==> src/rtl/a1339_spi_responder.sv <==
`default_nettype none
// ============================================================================
//  Module   : a1339_spi_responder
//  Brief    : SPI (mode 3) slave emulating one A1339 angle sensor. Accepts
//             16-bit command frames and returns pipelined 16-bit responses
//             carrying a zero-corrected angle, a programmable offset and a
//             wrap-tracked turn counter.
//  Revision : 1.0 - initial release
// ============================================================================
module a1339_spi_responder #(
    parameter int ANGLE_BITS  = 12,
    parameter int SYNC_STAGES = 2
) (
    input  logic                  clock,
    input  logic                  reset,
    input  logic                  sck_i,
    input  logic                  ss_n_i,
    input  logic                  mosi_i,
    output logic                  miso_o,
    output logic                  miso_oe,
    input  logic [ANGLE_BITS-1:0] angle_i,
    input  logic                  angle_strobe_i,
    output logic [15:0]           turns_o,
    output logic                  frame_done_o
);

    // Register map (7-bit word addresses)
    localparam logic [6:0] ADDR_OFF_LO = 7'h1C;
    localparam logic [6:0] ADDR_OFF_HI = 7'h1D;
    localparam logic [6:0] ADDR_ANGLE  = 7'h20;
    localparam logic [6:0] ADDR_TURNS  = 7'h2C;

    // Field packing helpers
    localparam int HI_BITS   = ANGLE_BITS - 8;   // offset bits held in the high byte
    localparam int ANGLE_PAD = 14 - ANGLE_BITS;  // zeros between status bits and angle
    localparam int WORD_PAD  = 16 - ANGLE_BITS;  // zeros above offset in a word read

    // Wrap-detection thresholds for the signed angle delta
    localparam int                       HALF      = 1 << (ANGLE_BITS - 1);
    localparam logic signed [ANGLE_BITS:0] DELTA_POS = (ANGLE_BITS + 1)'(HALF - 1);
    localparam logic signed [ANGLE_BITS:0] DELTA_NEG = (ANGLE_BITS + 1)'(-HALF);

    typedef enum logic [1:0] {
        ST_IDLE  = 2'd0,
        ST_SHIFT = 2'd1,
        ST_EXEC  = 2'd2
    } state_t;

    // ------------------------------------------------------------------
    // Input synchronizers and edge detection
    // ------------------------------------------------------------------
    logic [SYNC_STAGES-1:0] sck_sync;
    logic [SYNC_STAGES-1:0] ss_sync;
    logic [SYNC_STAGES-1:0] mosi_sync;
    logic                   sck_d;
    logic                   ss_d;
    logic                   armed;

    logic sck_s;
    logic ss_s;
    logic mosi_s;
    logic sck_rise;
    logic sck_fall;
    logic ss_fall;
    logic ss_rise;

    assign sck_s    = sck_sync[SYNC_STAGES-1];
    assign ss_s     = ss_sync[SYNC_STAGES-1];
    assign mosi_s   = mosi_sync[SYNC_STAGES-1];
    assign sck_rise = sck_s & ~sck_d;
    assign sck_fall = ~sck_s & sck_d;
    assign ss_fall  = ~ss_s & ss_d;
    assign ss_rise  = ss_s & ~ss_d;

    // Synchronize SPI pins; ss_n resets "selected" so a frame already in
    // progress at reset release produces no falling edge, and only a
    // genuinely high ss_n arms the next frame start.
    always_ff @(posedge clock) begin
        if (reset) begin
            sck_sync  <= '1;
            ss_sync   <= '0;
            mosi_sync <= '0;
            sck_d     <= 1'b1;
            ss_d      <= 1'b0;
            armed     <= 1'b0;
        end else begin
            sck_sync  <= (sck_sync << 1)  | SYNC_STAGES'(sck_i);
            ss_sync   <= (ss_sync << 1)   | SYNC_STAGES'(ss_n_i);
            mosi_sync <= (mosi_sync << 1) | SYNC_STAGES'(mosi_i);
            sck_d     <= sck_s;
            ss_d      <= ss_s;
            if (ss_s) begin
                armed <= 1'b1;
            end
        end
    end

    // ------------------------------------------------------------------
    // Angle tracking and turn counting
    // ------------------------------------------------------------------
    // angle_reg doubles as the previous-angle reference: both always hold
    // the last strobed sample.
    logic [ANGLE_BITS-1:0]        angle_reg;
    logic                         seen_valid;
    logic [15:0]                  turns;
    logic signed [ANGLE_BITS:0]   delta;

    assign delta   = $signed({1'b0, angle_i}) - $signed({1'b0, angle_reg});
    assign turns_o = turns;

    // Capture strobed angles and count wraps through zero
    always_ff @(posedge clock) begin
        if (reset) begin
            angle_reg  <= '0;
            seen_valid <= 1'b0;
            turns      <= 16'h0000;
        end else if (angle_strobe_i) begin
            angle_reg  <= angle_i;
            seen_valid <= 1'b1;
            if (seen_valid) begin
                if (delta > DELTA_POS) begin
                    turns <= turns - 16'd1;
                end else if (delta < DELTA_NEG) begin
                    turns <= turns + 16'd1;
                end
            end
        end
    end

    // ------------------------------------------------------------------
    // Command decode (consumed only in EXEC)
    // ------------------------------------------------------------------
    logic [15:0]           rx_shift;
    logic [15:0]           tx_shift;
    logic [15:0]           pending;
    logic [4:0]            bit_cnt;
    logic                  err;
    logic [ANGLE_BITS-1:0] offset;
    state_t                state;

    logic                  cmd_write;
    logic [6:0]            cmd_addr;
    logic [7:0]            cmd_data;
    logic [ANGLE_BITS-1:0] corrected;
    logic [15:0]           exec_resp;
    logic                  exec_err_set;
    logic                  exec_err_clr;
    logic                  wr_off_lo;
    logic                  wr_off_hi;

    assign cmd_write = rx_shift[15];
    assign cmd_addr  = rx_shift[14:8];
    assign cmd_data  = rx_shift[7:0];
    assign corrected = angle_reg - offset;

    // Decode the received command into a response word and register effects
    always_comb begin
        exec_resp    = 16'h0000;
        exec_err_set = 1'b0;
        exec_err_clr = 1'b0;
        wr_off_lo    = 1'b0;
        wr_off_hi    = 1'b0;
        case (cmd_addr)
            ADDR_ANGLE: begin
                if (cmd_write) begin
                    exec_err_set = 1'b1;
                end else begin
                    exec_resp    = {seen_valid, err, {ANGLE_PAD{1'b0}}, corrected};
                    exec_err_clr = 1'b1;
                end
            end
            ADDR_OFF_LO: begin
                if (cmd_write) begin
                    wr_off_lo = 1'b1;
                end else begin
                    exec_resp = {{WORD_PAD{1'b0}}, offset};
                end
            end
            ADDR_OFF_HI: begin
                // Either byte address of the offset reads back the full word
                if (cmd_write) begin
                    wr_off_hi = 1'b1;
                end else begin
                    exec_resp = {{WORD_PAD{1'b0}}, offset};
                end
            end
            ADDR_TURNS: begin
                if (cmd_write) begin
                    exec_err_set = 1'b1;
                end else begin
                    exec_resp = turns;
                end
            end
            default: begin
                exec_err_set = 1'b1;
            end
        endcase
    end

    // ------------------------------------------------------------------
    // Frame state machine
    // ------------------------------------------------------------------
    // miso only drives data while the output is enabled
    assign miso_o = miso_oe & tx_shift[15];

    // Frame sequencing: shift in/out on sck edges, execute on ss_n release
    always_ff @(posedge clock) begin
        if (reset) begin
            state        <= ST_IDLE;
            bit_cnt      <= 5'd0;
            rx_shift     <= 16'h0000;
            tx_shift     <= 16'h0000;
            pending      <= 16'h0000;
            err          <= 1'b0;
            offset       <= '0;
            miso_oe      <= 1'b0;
            frame_done_o <= 1'b0;
        end else begin
            frame_done_o <= 1'b0;
            case (state)
                ST_IDLE: begin
                    miso_oe <= 1'b0;
                    bit_cnt <= 5'd0;
                    if (ss_fall && armed) begin
                        state    <= ST_SHIFT;
                        tx_shift <= pending;
                        rx_shift <= 16'h0000;
                        miso_oe  <= 1'b1;
                    end
                end
                ST_SHIFT: begin
                    if (ss_rise) begin
                        miso_oe <= 1'b0;
                        if (bit_cnt == 5'd16) begin
                            state        <= ST_EXEC;
                            frame_done_o <= 1'b1;
                        end else begin
                            err   <= 1'b1;
                            state <= ST_IDLE;
                        end
                    end else begin
                        if (sck_rise && (bit_cnt != 5'd16)) begin
                            rx_shift <= {rx_shift[14:0], mosi_s};
                            bit_cnt  <= bit_cnt + 5'd1;
                        end
                        // The leading falling edge of mode 3 precedes any
                        // sample, so bit 15 is held until the first rising edge.
                        if (sck_fall && (bit_cnt != 5'd0)) begin
                            tx_shift <= {tx_shift[14:0], 1'b0};
                        end
                    end
                end
                ST_EXEC: begin
                    pending <= exec_resp;
                    if (exec_err_set) begin
                        err <= 1'b1;
                    end else if (exec_err_clr) begin
                        err <= 1'b0;
                    end
                    if (wr_off_lo) begin
                        offset[7:0] <= cmd_data;
                    end
                    if (wr_off_hi) begin
                        offset[ANGLE_BITS-1:8] <= cmd_data[HI_BITS-1:0];
                    end
                    state <= ST_IDLE;
                end
                default: begin
                    state <= ST_IDLE;
                end
            endcase
        end
    end

endmodule
`default_nettype wire

==> config.mk <==
export PLATFORM = sky130hd
export DESIGN_NAME = a1339_spi_responder
export DESIGN_NICKNAME = d
export VERILOG_FILES = /design/src/rtl/a1339_spi_responder.sv
export SDC_FILE = /design/constraint.sdc
export NUM_CORES = 1
export LEC_CHECK = 0
export BUFFER_PORTS_ARGS = -buffer_cell sky130_fd_sc_hd__buf_4
export CAP_MARGIN = 30
export CORE_AREA = 8 8 148 150
export DETAILED_ROUTE_END_ITERATION = 6
export DIE_AREA = 0 0 156 158
export PLACE_DENSITY = 0.54
export SLEW_MARGIN = 20
export SYNTH_ARGS = -nofsm -noshare
export SYNTH_HDL_FRONTEND = slang
export SYNTH_SLANG_ARGS = --single-unit
==> constraint.sdc <==
create_clock -name clock -period 13.6 [get_ports clock]
set_input_delay 2.72 -clock clock [delete_from_list [all_inputs] [get_ports clock]]
set_output_delay 2.72 -clock clock [all_outputs]
set_load 0.03 [all_outputs]
[After elaboration in Yosys (flattened, before gate mapping)]
Cells that the tools add are included.
Storage, ports and cells
  output and inout port bits: 19
  memory bits (read-only): 0
  bits in latches: 0
  memories: 0
  input bits: 18
  bits in writable memories: 0
  register bits: 108
Operators by class
  $mul: 0
  bitwise gates (word level): 14
  reduce and logical (&&, ||, !) cells: 20
  $add $sub $neg: 5
  muxes and demuxes: 36
  shift-type cells: 0
  divide/modulo/power cells: 0
  equality and inequality tests: 15
  $lt $le $gt $ge: 2
Operators by type and width (number)
  2-to-1 mux 16 bit: 10
  case mux 16 bit (2 select lines): 2
  case mux 16 bit (3 select lines): 1
  adder 16 x 1 -> 16 bit (second input constant): 1
  subtractor 16 x 1 -> 16 bit (second input constant): 1
  == test 7 x 5 -> 1 bit (second input constant): 2
  == test 7 x 6 -> 1 bit (second input constant): 2
  > comparator 13 x 12 -> 1 bit (second input constant): 1
  less-than comparator 13 x 12 -> 1 bit (second input constant): 1
  subtractor 12 x 12 -> 13 bit: 1
  2-to-1 mux 1 bit: 12
  2-to-1 mux 12 bit: 1
  != test 2 bit (second input constant): 6
  AND reduction 4 bit: 3
  subtractor 12 bit: 1
  2-to-1 mux 5 bit: 2
  case mux 5 bit (2 select lines): 1
  AND reduction 2 bit: 4
  2-to-1 mux 2 bit: 3
  inverter 1 bit: 6
  OR 2 x 1 -> 2 bit: 3
  case mux 1 bit (2 select lines): 3
  AND reduction 3 bit: 2
  nonzero test 2 bit: 3
  13 further kinds: 20

[Depth between registers and ports, before layout]
  depth after elaboration: 6
  depth in mapped cells: 19
  mapped depth without buffers: 16

[Worst setup path after synthesis]
Ideal clock, no wire load.
  kind: input port to flip-flop
  start point: in angle_i[2]
  end point: reg turns[14], in the netlist turns_o[14]
  data arrival time: 6194 ps
  setup slack: 7285 ps
  required time: 13479 ps
  path buffers: 3
  stages: 17
  cells stage by stage: ha_1 > a21oi_1 > nand2_1 > a221o_1 > a211o_1 > a2bb2oi_1 > buf_6 > buf_2 > xnor2_1 > ha_1 > buf_1 > nor4_1 > nand3_1 > nor3_1 > a32oi_1 > a31oi_1 > mux2_2
On the way
  word-level cells in the longest chain between the ends: 4
Ends and longest elaborated chain
  from (decl): RTL line 21  | input logic [ANGLE_BITS-1:0] angle_i,
  subtractor 12 x 12 -> 13 bit (*): RTL line 108  | assign delta = $signed({1'b0, angle_i}) - $signed({1'b0, angle_reg});
  > comparator 13 x 12 -> 1 bit or less-than comparator 13 x 12 -> 1 bit (tied branches): RTL line 121, 123
  nonzero test 2 bit (no source line)
  AND reduction 3 bit (no source line)
  to (signal assigned): RTL line 122  | turns <= turns - 16'd1;
  to (signal assigned): RTL line 124  | turns <= turns + 16'd1;
  to (decl): RTL line 105  | logic [15:0] turns;
Every way passes the cells marked *; elsewhere a longest branch is shown, timed or not.
A chain may end at the register's enable or synchronous reset.

[Worst setup path after layout]
Ends and elaborated chain as after synthesis.

==> impl_metrics.ini <==
[status]
outcome = completed

[placement]
preCtsSetupSlack_ns = 6.94
placed_area_um2 = 6310
place_congestion = 0.830
portBuffers = 36
post-dp-hpwl_um = 10800

[power_and_ir_drop]
sw_frac_of_total_pct = 25.9
ir_worst_vdd_uv = 55.3
pwr-share-comb_pct = 14.1
pwr-share-seq_pct = 46.9
p_int_mw = 0.525
p_sw_mw = 0.183
p_clk_share_pct = 38.9
power.density_nw_per_um2 = 107
leakagePower_nw = 2.46

[timing]
relSlewSlack_pct = 37.9
fin_tns_setup_ns = 0
fin_crit_sh_pct = 46.6
clock_skew_ns = 0.00560
drv_slew = 0
max_freq_mhz = 158
hold_viol = 0
grt_setup_unrepaired = no
layout_min_cycle_time_ns = 6.34
setup_viol = 0
tightest_slew_ns = 0.931
setup_ws_ns = 7.26

[job]
cap_violations = 0

[synthesis]
netlist_area_um2 = 5780
syn_area_per_cell_um2 = 8.36
synth-edff-count = 0
synth_compound_area_share_pct = 17.0
synth_area_leaders = dfxtp_1 (37%), mux2i_1 (7.4%), ha_1 (5.6%)
synth-simple-area-share_pct = 22.2
synth_adder_area_share_pct = 6.32
synth_top_family_by_area = simple AND/OR/NAND/NOR gates
syn_nets = 737
async_flop_share_pct = 0
yosysTopAreaCell = dfxtp_1
syn_inst = 691
synth_cell_types = 66
synth_xor_area_share_pct = 2.43
synth_top_cell_area_share_pct = 37.4
ys_seq_elements = 108
ys.warnings.count = 0
synth_mux_area_share_pct = 9.07
synth_seq_area_share_pct = 37.4
synth_ff_type = dfxtp_1

[global_routing]
grt_remaining_overflow = 0
first_global_vias = 4699
grtUsageTotal_pct = 12.5
grt_antenna_before_repair = 0
grt_pass1_wl_um = 24300
grt_max_degree = 64

[worst_setup_path]
slowest_delay_ns = 0.51
cp_slowest_cell = nor4_1
cp.arrival_ns = 6.59
cp-start-kind = primary input
critical_path_class = in2reg
cp-end-kind = flip-flop
crit_required_ns = 13.85
crit_fanout = 20
crit_path_cell_trace = buf_4 -> ha_1 -> a21oi_1 -> nand2_1 -> a221o_1 -> a211o_1 -> a2bb2oi_1 -> buf_4 -> xnor2_1 -> ha_1 -> nor4_1 -> nand3_1 -> nor3_1 -> a32oi_1 -> a31oi_1 -> mux2_2

[drt]
drt.antenna.violating_nets = 0
vias = 4834
first_iter_violations = 321
totalWireLength_um = 14900
drc = 0
wl_per_cell_um = 15.2
viasPerCell = 4.93
drtPass1Iterations = 5

[clock_tree]
cts_buffer_depth = 2
cts_tree = built
cts.clk_slew.worst_paths_ns = 0.07
cts-resized-gates = 0
root_buffer = clkbuf_16
clock_sinks = 108
post-cts-setup-buffers = 0
cts_buffers = 9
h-tree-depth = 3
hold_buffers = 0
insertion_delay_ns = 0.35

[layout]
fin_nets = 752
layout-drive-gt1-share_pct = 11.1
fin_area_um2 = 6630
final_cell_mix = dfxtp_1 (108), nor2_1 (85), a21oi_1 (48)
antenna_cells = 0
syn2layout_area_growth_pct = 14.8
layout_commonest_cell = dfxtp_1

[die]
dieArea_um2 = 24600
core_um2 = 19700
num_io_pins = 37
rows = 52
start_util_pct = 29.3
die_w_um = 156
die_h_um = 158

[hold_path]
hp-class = reg2reg
power groups by stage:
stage          Combinational, mW  Clock, mW  Sequential [mW]
6_report                   0.100      0.276            0.333
5_1_grt                    0.112      0.296            0.334
4_1_cts                    0.100      0.286            0.333
3_5_place_dp              0.0998          0            0.340
3_3_place_gp              0.0989          0            0.340
2_1_floorplan             0.0716          0            0.340
synthesized netlist by cell type, drive strengths merged, types with 2 or more instances:
library cell	count
o22ai	2
clkbuf	27
nand3b	3
a21oi	48
nor2b	15
inv	41
and2	5
nor3	21
buf	13
xor2	5
a31o	2
o21ba	2
nand3	28
a32oi	2
dfxtp	108
nand2	44
nor4	7
fa	2
a31oi	2
nor2	87
or2	7
nand2b	8
o21a	3
a222oi	7
a2bb2oi	2
and4	2
xnor2	11
nor4b	2
or3	13
o21ai	17
ha	26
a22oi	9
nand4	7
mux2	8
a21o	4
a211oi	19
mux2i	43
or4	4
and3	6
a22o	12
layout make-up:
cell class                      instances  area [µm²]
Clock inverter                          5        77.6
Multi-Input combinational cell        502        3310
Tap cell                              270         338
Sequential cell                       108        2160
Inverter                               41         154
Clock buffer                           10         229
Timing Repair Buffer                   44         358
Fill cell                            2098       13100
per-stage QoR:
stage | util, % | std cells | total power [mW] | hold WS, ns
5_1_grt | 33.6 | 980 | 0.742 | 0.448
3_3_place_gp | 31.8 | 961 | 0.439 | 0.404
6_report | 33.6 | 980 | 0.708 | 0.416
4_1_cts | 33.6 | 978 | 0.719 | 0.422
3_5_place_dp | 32.0 | 963 | 0.440 | 0.405
2_1_floorplan | - | 691 | 0.411 | 0.389
worst max-delay path, delay by kind of cell:
kind	cells	cell delay, ns
AOI/OAI and AO/OA	6	1.37
xor gates and xnor gates	1	0.14
adders and majority gates	2	0.61
buffers and inverters	2	0.33
muxes	1	0.34
and+or+nand+nor	4	1.06
worst paths after layout:
| check | start | to | slack, ns | cells after the start |
|---|---|---|---|---|
| max reg2reg | angle_reg[2]$_SDFFE_PP0P_ | turns_o[14]$_SDFFE_PP0P_ | 9.31 | 16 |
| max | angle_i[2] | turns_o[14]$_SDFFE_PP0P_ | 7.26 | 16 |
| min | sck_sync[0]$_SDFF_PP1_ | sck_sync[1]$_SDFF_PP1_ | 0.42 | 1 |
| min reg2reg | sck_sync[0]$_SDFF_PP1_ | sck_sync[1]$_SDFF_PP1_ | 0.42 | 1 |
cells by family (layout without fill, tap and decap cells):
family	after synthesis	after routing
simple gates	262	262
xor+xnor	16	16
buf+inv	81	100
fa+ha+maj	28	28
compound gates	145	145
mux	51	51
flops	108	108
layer usage:
metal | vias up | track usage [%] | wire [µm]
li1 | 2485 | - | -
met1 | 2274 | 15.7 | 7110
met2 | 68 | 20.8 | 7110
met3 | 7 | 2.78 | 617
met4 | 0 | 3.88 | 98
met5 | - | 0 | 0
Power figures use the tool's default switching activity.
